`config.mk`:
```
export PLATFORM = sky130hd
export DESIGN_NAME = mem_arbiter
export DESIGN_NICKNAME = d
export VERILOG_FILES = /design/src/rtl/mem_arbiter.sv
export SDC_FILE = /design/constraint.sdc
export NUM_CORES = 1
export LEC_CHECK = 0
export CORE_MARGIN = 3
export CORE_UTILIZATION = 30
export DETAILED_ROUTE_END_ITERATION = 8
export MAX_ROUTING_LAYER = met4
export PLACE_DENSITY = 0.68
export SLEW_MARGIN = 20
export SYNTH_ARGS = -nofsm -noshare
export SYNTH_HDL_FRONTEND = slang
export SYNTH_SLANG_ARGS = --single-unit
```
`constraint.sdc`:
```
create_clock -name clk -period 3 [get_ports clk]
set_clock_uncertainty 0.2 [all_clocks]
set_input_delay 0.45 -clock clk [delete_from_list [all_inputs] [get_ports clk]]
set_output_delay 0.45 -clock clk [all_outputs]
set_load 0.005 [all_outputs]
```
`src/rtl/mem_arbiter.sv`:
```
// Shares one memory port between fetch (imem) and LSU (dmem); optional round-robin via ARB_FAIRNESS_EN.
// Latency: request pulse in idle -> mem_valid next cycle; response strobe is combinational from mem_ready.
// Backpressure: one pending slot per requester, re-pulses overwrite it; the memory holds off via mem_ready.
module mem_arbiter #(
    parameter int XLEN = 32
) (
    input  logic              clk,
    input  logic              rst,
    input  logic              imem_valid,
    input  logic [XLEN-1:0]   imem_addr,
    output logic [XLEN-1:0]   imem_rdata,
    output logic              imem_ready,
    input  logic              dmem_valid,
    input  logic [XLEN-1:0]   dmem_addr,
    input  logic [XLEN-1:0]   dmem_wdata,
    input  logic [XLEN/8-1:0] dmem_wstrb,
    output logic [XLEN-1:0]   dmem_rdata,
    output logic              dmem_ready,
    output logic              mem_valid,
    output logic              mem_instr,
    output logic [XLEN-1:0]   mem_addr,
    output logic [XLEN-1:0]   mem_wdata,
    output logic [XLEN/8-1:0] mem_wstrb,
    input  logic [XLEN-1:0]   mem_rdata,
    input  logic              mem_ready
);

    typedef enum logic [1:0] {IDLE, IBUSY, DBUSY} state_t;

    state_t            state_q, state_d;
    logic              i_pend_q, i_pend_d, d_pend_q, d_pend_d;
    logic              i_disc_q, i_disc_d, d_disc_q, d_disc_d;
    logic [XLEN-1:0]   i_addr_q, i_addr_d, d_addr_q, d_addr_d;
    logic [XLEN-1:0]   d_wdata_q, d_wdata_d;
    logic [XLEN/8-1:0] d_wstrb_q, d_wstrb_d;
    logic              mem_valid_q, mem_valid_d, mem_instr_q, mem_instr_d;
    logic [XLEN-1:0]   mem_addr_q, mem_addr_d, mem_wdata_q, mem_wdata_d;
    logic [XLEN/8-1:0] mem_wstrb_q, mem_wstrb_d;
`ifdef ARB_FAIRNESS_EN
    logic              last_d_q, last_d_d;   // 1 = dmem was granted last
`endif

    logic i_req, d_req, grant_i, grant_d, i_done, d_done;

    always_comb begin
        i_req  = i_pend_q | imem_valid;
        d_req  = d_pend_q | dmem_valid;
`ifdef ARB_FAIRNESS_EN
        grant_d = d_req & (~i_req | ~last_d_q);
`else
        grant_d = d_req;
`endif
        grant_i = i_req & ~grant_d;
        i_done  = (state_q == IBUSY) & mem_ready;
        d_done  = (state_q == DBUSY) & mem_ready;

        state_d     = state_q;
        i_pend_d    = i_pend_q;
        d_pend_d    = d_pend_q;
        i_disc_d    = i_disc_q;
        d_disc_d    = d_disc_q;
        i_addr_d    = i_addr_q;
        d_addr_d    = d_addr_q;
        d_wdata_d   = d_wdata_q;
        d_wstrb_d   = d_wstrb_q;
        mem_valid_d = 1'b0;
        mem_instr_d = mem_instr_q;
        mem_addr_d  = mem_addr_q;
        mem_wdata_d = mem_wdata_q;
        mem_wstrb_d = mem_wstrb_q;
`ifdef ARB_FAIRNESS_EN
        last_d_d    = last_d_q;
`endif

        if (imem_valid) begin
            i_pend_d = 1'b1;
            i_addr_d = imem_addr;
        end
        if (dmem_valid) begin
            d_pend_d  = 1'b1;
            d_addr_d  = dmem_addr;
            d_wdata_d = dmem_wdata;
            d_wstrb_d = dmem_wstrb;
        end

        // A re-pulse from the current owner redirects it: its in-flight response is dropped.
        if ((state_q == IBUSY) && imem_valid) i_disc_d = 1'b1;
        if (i_done)                           i_disc_d = 1'b0;
        if ((state_q == DBUSY) && dmem_valid) d_disc_d = 1'b1;
        if (d_done)                           d_disc_d = 1'b0;

        case (state_q)
            IDLE: begin
                // Slot _d values already include this cycle's pulse, so a fresh request issues directly.
                if (grant_d) begin
                    state_d     = DBUSY;
                    mem_valid_d = 1'b1;
                    mem_instr_d = 1'b0;
                    mem_addr_d  = d_addr_d;
                    mem_wdata_d = d_wdata_d;
                    mem_wstrb_d = d_wstrb_d;
                    d_pend_d    = 1'b0;
`ifdef ARB_FAIRNESS_EN
                    last_d_d    = 1'b1;
`endif
                end else if (grant_i) begin
                    state_d     = IBUSY;
                    mem_valid_d = 1'b1;
                    mem_instr_d = 1'b1;
                    mem_addr_d  = i_addr_d;
                    mem_wdata_d = '0;
                    mem_wstrb_d = '0;
                    i_pend_d    = 1'b0;
`ifdef ARB_FAIRNESS_EN
                    last_d_d    = 1'b0;
`endif
                end
            end
            IBUSY:   if (mem_ready) state_d = IDLE;
            DBUSY:   if (mem_ready) state_d = IDLE;
            default: state_d = IDLE;
        endcase
    end

    always_ff @(posedge clk or negedge rst) begin
        if (!rst) begin
            state_q     <= IDLE;
            i_pend_q    <= 1'b0;
            d_pend_q    <= 1'b0;
            i_disc_q    <= 1'b0;
            d_disc_q    <= 1'b0;
            i_addr_q    <= '0;
            d_addr_q    <= '0;
            d_wdata_q   <= '0;
            d_wstrb_q   <= '0;
            mem_valid_q <= 1'b0;
            mem_instr_q <= 1'b0;
            mem_addr_q  <= '0;
            mem_wdata_q <= '0;
            mem_wstrb_q <= '0;
`ifdef ARB_FAIRNESS_EN
            last_d_q    <= 1'b0;
`endif
        end else begin
            state_q     <= state_d;
            i_pend_q    <= i_pend_d;
            d_pend_q    <= d_pend_d;
            i_disc_q    <= i_disc_d;
            d_disc_q    <= d_disc_d;
            i_addr_q    <= i_addr_d;
            d_addr_q    <= d_addr_d;
            d_wdata_q   <= d_wdata_d;
            d_wstrb_q   <= d_wstrb_d;
            mem_valid_q <= mem_valid_d;
            mem_instr_q <= mem_instr_d;
            mem_addr_q  <= mem_addr_d;
            mem_wdata_q <= mem_wdata_d;
            mem_wstrb_q <= mem_wstrb_d;
`ifdef ARB_FAIRNESS_EN
            last_d_q    <= last_d_d;
`endif
        end
    end

    assign mem_valid  = mem_valid_q;
    assign mem_instr  = mem_instr_q;
    assign mem_addr   = mem_addr_q;
    assign mem_wdata  = mem_wdata_q;
    assign mem_wstrb  = mem_wstrb_q;
    assign imem_ready = i_done & ~(i_disc_q | imem_valid);
    assign dmem_ready = d_done & ~(d_disc_q | dmem_valid);
    assign imem_rdata = imem_ready ? mem_rdata : '0;
    assign dmem_rdata = dmem_ready ? mem_rdata : '0;

endmodule

```
==> metrics <==
Final ANT Viol Nets=0; routed wire length=~21000 um; CTS root buffer=clkbuf_16; register area share after synthesis=0.592; flop-to-flop setup slack=770 ps; fin util=0.465; antenna violations before repair=1; Max IR drop VDD=about 0.36 mV; max cap viols=0; Worst EP arrival=2220 ps; Worst Max-Slew Pin Slew=between 600 and 700 ps; fmax=349 MHz; insertion delay to the later sink of the worst-skew pair=420 ps; CP Max Fanout=33; Psw=2.64 mW; total power=roughly 8.5 mW; area share of the largest cell type after synthesis=0.592; P_int=5.88 mW; core area=0.0239 mm2; largest net degree at the start of global routing=70; pwr/cell area=766 mW/mm2; final critical-path required period=2870 ps; Syn Inst Count=611; DIE AREA=0.0267 mm2; Async S/R FF share, synth=1.00; Syn Nets=roughly 750; P_leak=4.54 nW; global-route wire length before repair=32800 um; crit share post-route=0.956; combinational share of power=0.353; vias in the first global route=slightly below 6000; met3 GRT Util=0.0581; critical path class=reg -> out; YS warnings=0; met1 Usage GRT=0.181; Post-synth EDFFs=0; Synth Register Bits=176; worst path cell trace=inv_1, ha_2, nand2_1, nor3_2, buf_12, and2_1, clkdlybuf4s50_1; busiest grt layer=met2; Tot GR Track Use=0.163; die extent in x=about 160 um; DRC marker count from the first detailed-route iteration=between 150 and 200; CTS sink count=roughly 180; Area Overhead vs Synth=49.4%; Flop pwr share=0.390; synth unique cells=26; M2 GR Usage=0.280; row cnt=56; outcome=finished, final reports clean; hpwl dp=about 15000 um; Switching Share=0.310; Clk network pwr share=0.258; unrepaired setup endpoints after global routing=no; Starting Density=0.311; CTS tree=done; area of placed instances=0.0105 mm2; # IOs=273; dominant synthesized flop cell=dfrtp_1; Slew HR=0.566; Clk pin slew, worst setup/hold paths=70 ps; Max clock buf depth=2; port bufs=272; Final setup viols=0; fill cell count=2207; Hold Vio Cnt, Final=0; Setup Buffers After CTS=0; htree depth=4; share of post-route cells with drive strength above 1=0.164; crit path max-delay cell type=clkdlybuf4s50_1; Mapped Area=0.00744 mm2; Final Slew Violations=0; Crit path largest cell delay=500 ps; DR WL/cell=between 15 and 20 um; worst hold path class=reg -> reg; CP Launch Type=flop; Reg-to-Reg Start=d_pend_q$_DFF_PN0_; post-route cell area=0.0111 mm2; drt pass-1 iters=4; routability cong.=0.751; total vias in the final route=~5700; CP Capture Point=dmem_rdata[1]; NumNets Final=1011; Die Height=163 um; Reg2Reg Capture Point=mem_addr[22]$_DFFE_PN0P_; crit path launch=state_q[0]$_DFFE_PN0P_; Synth area leaders=dfrtp_1, mux2_2, and2_1, a32o_1, o21ai_0; number of remaining DRC errors=0; worst path required time=between 2000 and 2500 ps; total CTS buffers=17; mean post-synth cell area=12.2 um2; GRT overflow=0; setup_tns=0 ps; Synth area leader=dfrtp_1; via/cell ratio=about 4.7; worst reg2reg path depth=4; Worst Setup End Kind=output port
==> flip-flops by register name (all words and copies together) (netlist names) <==
name       cells
d_disc_q       1
i_disc_q       1
mem_addr      32
mem_wstrb      4
d_wstrb_q      4
i_pend_q       1
d_pend_q       1
d_addr_q      32
d_wdata_q     32
state_q        2
mem_valid      1
i_addr_q      32
mem_instr      1
mem_wdata     32
==> synthesized netlist by cell type (12+ instances only) <==
cell      instances
dfrtp_1         176
mux2_2           88
and2_1           64
o21ai_0          45
a32o_1           36
a21oi_1          31
nor2_1           27
nand2_1          26
buf_2            24
clkbuf_1         20
inv_1            15
nor2b_1          13
nand2b_1         12
==> worst max-delay path: cells and delay by family (launching register included) <==
kind          cells  cell delay, ps
simple gates      3             400
buf+inv           3             790
fa+ha+maj         1             210
flops             1             400
==> metal layers <==
layer,vias up,share of wire
met4,0,0.015
met5,-,0
li1,2657,-
met3,14,0.090
met2,208,0.51
met1,2790,0.39
==> metrics by stage <==
step,hold slack [ps],setup slack [ps],std cells
detailed placement,208,224,1170
finish,284,131,1204
CTS,293,84.4,1203
floorplan,-45.6,959,611
global placement,210,237,1170
global route,308,1.36,1204
==> how the worst min path moves through the flow <==
| stage | start | slack, ps | endpoint | cells past startpoint |
|---|---|---|---|---|
| global placement | rst | 210 | d_wdata_q[22]$_DFF_PN0_ | 1 |
| CTS | mem_addr[1]$_DFFE_PN0P_ | 290 | mem_addr[1]$_DFFE_PN0P_ | 2 |
| detailed placement | rst | 210 | mem_wdata[22]$_DFFE_PN0P_ | 1 |
| floorplan | rst | -50 | d_addr_q[0]$_DFF_PN0_ | 0 |
| global route | i_addr_q[17]$_DFF_PN0_ | 310 | i_addr_q[17]$_DFF_PN0_ | 1 |
| finish | mem_addr[1]$_DFFE_PN0P_ | 280 | mem_addr[1]$_DFFE_PN0P_ | 2 |
==> power by group through the flow <==
stage          combinational, mW  clock [mW]  sequential [mW]
6_report                    3.00        2.19             3.32
2_1_floorplan               1.35           0             3.34
5_1_grt                     3.29        2.38             3.41
4_1_cts                     3.07        2.28             3.33
3_5_place_dp                3.06           0             3.37
3_3_place_gp                3.02           0             3.34
==> placed cells by master (no fill, tap or decap), drive strengths merged <==
master / netlist / layout
a21oi: 31 / 31
a31oi: 1 / 1
a32o: 36 / 36
and2: 64 / 64
buf: 26 / 17
bufinv: 0 / 2
clkbuf: 20 / 18
clkdlybuf4s50: 0 / 269
clkinv: 0 / 5
clkinvlp: 0 / 2
dfrtp: 176 / 176
diode: 0 / 1
dlygate4sd3: 0 / 1
ha: 3 / 3
inv: 16 / 21
mux2: 88 / 88
mux2i: 9 / 9
nand2: 26 / 26
nand2b: 12 / 12
nor2: 27 / 27
nor2b: 13 / 13
nor3: 2 / 2
o21ai: 46 / 46
o21ba: 1 / 1
o221ai: 10 / 10
o22ai: 1 / 1
o311ai: 1 / 1
or2: 2 / 2
==> repair_timing <==
action / 4_1_cts / 5_1_grt
hold buffers: 1 / 0
hold endpoints to repair: 44 / 0
setup endpoints to repair: 0 / 9
resized for setup: 0 / 1
==> final cells by class <==
cell class                      instances  area [um2]  area share
Clock buffer                           18         429      0.0386
Inverter                               16        60.1     0.00540
Clock inverter                         14         154      0.0138
Sequential cell                       176        4400       0.396
Antenna cell                            1        2.50    0.000225
Multi-Input combinational cell        373        2790       0.251
Tap cell                              319         399      0.0359
Timing Repair Buffer                  287        2880       0.259
==> kinds of logic after synthesis <==
group | Yosys count | share of synthesized area
flops | 176 | 0.592
buf+inv | 62 | 0.0353
simple gates | 146 | 0.105
mux | 97 | 0.145
fa+ha+maj | 3 | 0.00505
compound gates | 127 | 0.118
(Power assumes the default switching activity.)
